==> src/rtl/fetch_stage.sv <==
// Instruction fetch stage: fetch PC, one outstanding imem request, small instruction buffer.
// Define FETCH_BUF_EN for a 2-entry buffer (1 instr/cycle); otherwise a 1-entry holding register.
module fetch_stage #(
   parameter logic [31:0] RESET_PC = 32'h0000_0000,
   parameter logic [31:0] NOP_INST = 32'h0000_0013
) (
   input  logic        clk,
   input  logic        rst_n,
   input  logic        stall,
   input  logic        redirect_en,
   input  logic [31:0] redirect_pc,
   output logic        imem_req,
   output logic [31:0] imem_addr,
   input  logic [31:0] imem_rdata,
   output logic        if_valid,
   output logic [31:0] if_inst,
   output logic [31:0] if_pc
);

`ifdef FETCH_BUF_EN
   localparam int unsigned DEPTH = 2;
`else
   localparam int unsigned DEPTH = 1;
`endif

   logic [31:0] fpc;
   logic [31:0] out_pc;
   logic        outstanding;
   logic [1:0]  count;
   logic        rd_ptr;
   logic        wr_ptr;
   logic [31:0] buf_inst [2];
   logic [31:0] buf_pc   [2];
   logic        push;
   logic        pop;
   logic [2:0]  occupancy;
   logic [2:0]  limit;
   logic        unused_redirect_lsbs;

   assign unused_redirect_lsbs = ^redirect_pc[1:0];

   function automatic logic ptr_next(input logic p);
      return (DEPTH == 1) ? 1'b0 : ~p;
   endfunction

   // Request only if the reply is guaranteed a free slot, counting this cycle's pop.
   always_comb begin
      pop       = (count != '0) && !stall && !redirect_en;
      push      = outstanding && !redirect_en;
      occupancy = {1'b0, count} + {2'b00, outstanding};
      limit     = 3'(DEPTH) + {2'b00, pop};
      imem_req  = rst_n && !redirect_en && (occupancy < limit);
   end

   assign imem_addr = fpc;
   assign if_valid  = (count != '0);
   assign if_inst   = if_valid ? buf_inst[rd_ptr] : NOP_INST;
   assign if_pc     = if_valid ? buf_pc[rd_ptr]   : '0;

   // Clearing outstanding on reset/redirect discards the in-flight reply: it lands
   // in that very cycle, which is never a push cycle.
   always_ff @(posedge clk) begin
      if (!rst_n) begin
         fpc         <= RESET_PC;
         outstanding <= 1'b0;
         out_pc      <= '0;
         count       <= '0;
         rd_ptr      <= 1'b0;
         wr_ptr      <= 1'b0;
      end else if (redirect_en) begin
         fpc         <= {redirect_pc[31:2], 2'b00};
         outstanding <= 1'b0;
         count       <= '0;
         rd_ptr      <= 1'b0;
         wr_ptr      <= 1'b0;
      end else begin
         outstanding <= imem_req;
         if (imem_req) begin
            fpc    <= fpc + 32'd4;
            out_pc <= fpc;
         end
         if (push) wr_ptr <= ptr_next(wr_ptr);
         if (pop)  rd_ptr <= ptr_next(rd_ptr);
         case ({push, pop})
            2'b10:   count <= count + 2'd1;
            2'b01:   count <= count - 2'd1;
            default: count <= count;
         endcase
      end
   end

   always_ff @(posedge clk) begin
      if (rst_n && push) begin
         buf_inst[wr_ptr] <= imem_rdata;
         buf_pc[wr_ptr]   <= out_pc;
      end
   end

endmodule

==> config.mk <==
export PLATFORM = sky130hd
export DESIGN_NAME = fetch_stage
export DESIGN_NICKNAME = d
export VERILOG_FILES = /design/src/rtl/fetch_stage.sv
export SDC_FILE = /design/constraint.sdc
export NUM_CORES = 1
export LEC_CHECK = 0
export CORE_ASPECT_RATIO = 0.6
export CORE_UTILIZATION = 42
export CTS_BUF_LIST = sky130_fd_sc_hd__clkbuf_16
export DETAILED_ROUTE_END_ITERATION = 10
export PLACE_DENSITY = 0.78
export SYNTH_ARGS = -nofsm -noshare
export SYNTH_HDL_FRONTEND = slang
export SYNTH_SLANG_ARGS = --single-unit
==> constraint.sdc <==
create_clock -name clk -period 2.95 [get_ports clk]
set_clock_uncertainty 0.05 [all_clocks]
set_input_delay 0.4425 -clock clk [delete_from_list [all_inputs] [get_ports clk]]
set_output_delay 0.4425 -clock clk [all_outputs]
set_load 0.02 [all_outputs]
==> summary.md <==
| Metric | Value |
|---|---|
| Outcome | finished clean |
| Routability cong. | between 0.8 and 0.9 |
| Hold Path Depth | 0 |
| Post-synth top cells | nand2_1 (87), dfxtp_1 (63), edfxtp_1 (62), nor2b_1 (62), a21boi_0 (32) |
| R2R Path End | imem_addr[31]$_SDFFE_PN0P_ |
| First-pass GRT wire length | 21360 microns |
| Cell with the most instances after synthesis | nand2_1 |
| Final worst path period share | 96.08% |
| Antenna Diode Count | 0 |
| Area delta synth->final | 44.80% |
| DPL Wire Length | 9672 microns |
| Clock Pin Slew Worst Setup and Hold Paths | roughly 0.06 ns |
| Share of cells above drive strength 1 | under 10% |
| Nets@finish | 741 |
| Tot GR Track Use | 21.40% |
| EDFF count, synth | 62 |
| FMAX | approximately 350 MHz |
| # rows | 31 |
| Crit path DAT | 2.34 ns |
| Crit-path max FO | 5 |
| Area leader, netlist | edfxtp_1 |
| Final Hold Viols | 0 |
| I/O Buffers | ~160 |
| CORE AREA | ~0.012 sq mm |
| Top FF cell, synth | dfxtp_1 |
| Power Total | 0.004526 W |
| Global route overflow | 0 |
| Crit Path Category | register to output port |
| Initial Util | 43.77% |
| H-tree levels | 4 |
| RSZ-0062 raised after global routing | no |
| Max VDD drop | 0.4749 mV |
| Max Root-Sink Buffers | 2 |
| Hold endpoint | buf_pc[0][28]$_DFFE_PP_ |
| Vert. Die Dim | 89.55 microns |
| Synthesis Warnings | 0 |
| Setup WS pre-CTS | 0.09541 ns |
| # Post-CTS Setup Buffers | 0 |
| DRT Wirelength | 13860 microns |
| Via count | between 4000 and 5000 |
| Slew Limit Headroom | between 60 and 70% |
| Routed len/inst | 16.36 microns |
| Final ANT Viol Nets | 0 |
| Largest net degree at the start of global routing | 52 |
| CP Capture Type | output port |
| FFs w/ async S/R, synth | 0% |
| Mapped Area | approximately 0.0054 sq mm |
| Reg-to-reg startpoint | count[0]$_SDFFE_PP0P_ |
| Synthesized flop and latch total | 125 |
| DR vias/cell | roughly 5.1 |
| Class of the worst hold path | register to register |
| Avg Cell Area, Syn | 10.50 sq um |
| Number of distinct library cells after synthesis | 48 |
| Io pins | around 170 |
| Min Tclk post-route | approximately 2.8 ns |
| WHS | 0.3765 ns |
| Clock sink total | ~130 |
| Final Slew Violations | 0 |
| Max_cap viols | 0 |
| Clk_lat worst skew | 0.41 ns |
| Iter 0 DRT Violations | 335 |
| Fin util | about 63% |
| # DRC | 0 |
| Setup Total Neg Slack | 0 ns |
| Via count of the first global-routing pass | 4095 |
| Top-area cell type share of the netlist area | 34.70% |
| TritonCTS Buffers | 17 |
| Worst Reg-to-Reg Cells | 6 |
| Post-synthesis instance total | slightly above 500 |
| Final WS setup | 0.1156 ns |
| Worst R2R Setup Slack | 0.38 ns |
| Die area | ~0.013 sq mm |
| Clock Tree Root | clkbuf_16 |
| Hold path start | out_pc[28]$_SDFFE_PN0P_ |
| Startpoint Class | register |
| CP Data Required Time | approximately 2.5 ns |
| CTS tree | yes |
| Cell leakage power | 2.661 nW |
| Pre-antenna DRT Iters | 5 |
| Sequential area share after synthesis | 58.21% |
| Worst slew pin tran | around 0.49 ns |
| Initial antenna violation count | 0 |
| Ranking of synthesized cells by area | edfxtp_1 (35%), dfxtp_1 (24%), nor2b_1 (7.2%) |
| Die Span X | between 100 and 150 microns |
| Final setup violation count | 0 |
| Pwr/cell area | 582.6 mW/mm^2 |
## cells in the final DEF, fill, tap and decap left out, drive strengths merged, types with 6 or more instances in the layout
cell type      count
nor2b             62
edfxtp            62
xnor2             11
nor4               8
o21ai             20
or4                6
nand3             13
a21oi             12
nor3               6
o31ai              6
and3               7
a21boi            33
clkdlybuf4s50    158
dfxtp             63
inv                7
clkbuf            17
clkinv             8
buf               16
nand4              9
nand2             87
## stage by stage
step / cells / cell area, sq um
after detailed placement: 815 / 7136
final: 847 / 7769
after CTS: 847 / 7759
after floorplan: 514 / 5378
after global placement: 815 / 7136
after global routing: 847 / 7769
## state kept, by name (all words and copies together), names as in the netlist
| signal | flops |
|---|---|
| buf_inst | 32 |
| buf_pc | 30 |
| count | 2 |
| imem_addr | 30 |
| out_pc | 30 |
| outstanding | 1 |
## layout make-up
cell class                 instances  area (sq um)
clock buffer                      17         425.4
clock inverter                    15         195.2
fill                             985          4488
inverter                           6         22.52
multi-input combinational        345          2067
sequential                       125          3124
tap                              165         206.4
timing repair buffer             174          1728
## cell families after synthesis
family / after synthesis / share of synthesized area, %
buf+inv: 44 / 3.778
compound gates: 93 / 11.75
mux: 4 / 0.8395
flops: 125 / 58.21
simple gates: 224 / 21.81
other cells: 1 / 0.06990
xor+xnor: 16 / 2.612
fa+ha+maj: 4 / 0.9329
## power by group
| part | switching [W] | internal [W] |
|---|---|---|
| registers | 0.0000580 | 0.00187 |
| clock network | 0.000782 | 0.00141 |
| logic | 0.000198 | 0.000203 |
## worst max-delay path, cell delays in order (launching register included)
cell             delay [ns]
dfxtp_2                0.35
ha_1                   0.19
ha_1                   0.32
nor2_4                 0.16
nand3_1                0.19
clkinv_1               0.11
clkdlybuf4s50_1        0.60
## timing repair
item | CTS | global route
hold buffers | 0 | 0
endpoints found under the setup margin | 1 | 46
gates resized for setup | 1 | 3
## metal layers
layer | share of wire [%] | vias to the layer above | GRT usage [%]
li1 | - | 2105 | -
met2 | 44 | 173 | 32.20
met1 | 46 | 2057 | 29.66
met4 | 1.0 | 0 | 8.154
met5 | 0 | - | 0
met3 | 8.2 | 13 | 5.765
## worst max-delay path by stage
stage / cells past startpoint / end / slack, ns / startpoint
floorplan: 5 / buf_inst[0][0]$_DFFE_PP_ / 0.43 / redirect_en
global placement: 5 / imem_req / 0.20 / redirect_en
detailed placement: 5 / imem_req / 0.1 / redirect_en
CTS: 6 / imem_req / 0.04 / count[0]$_SDFFE_PP0P_
global route: 5 / imem_req / 0.003 / redirect_en
finish: 6 / imem_req / 0.12 / count[0]$_SDFFE_PP0P_
Note: power is estimated with default switching activity, not from simulation.
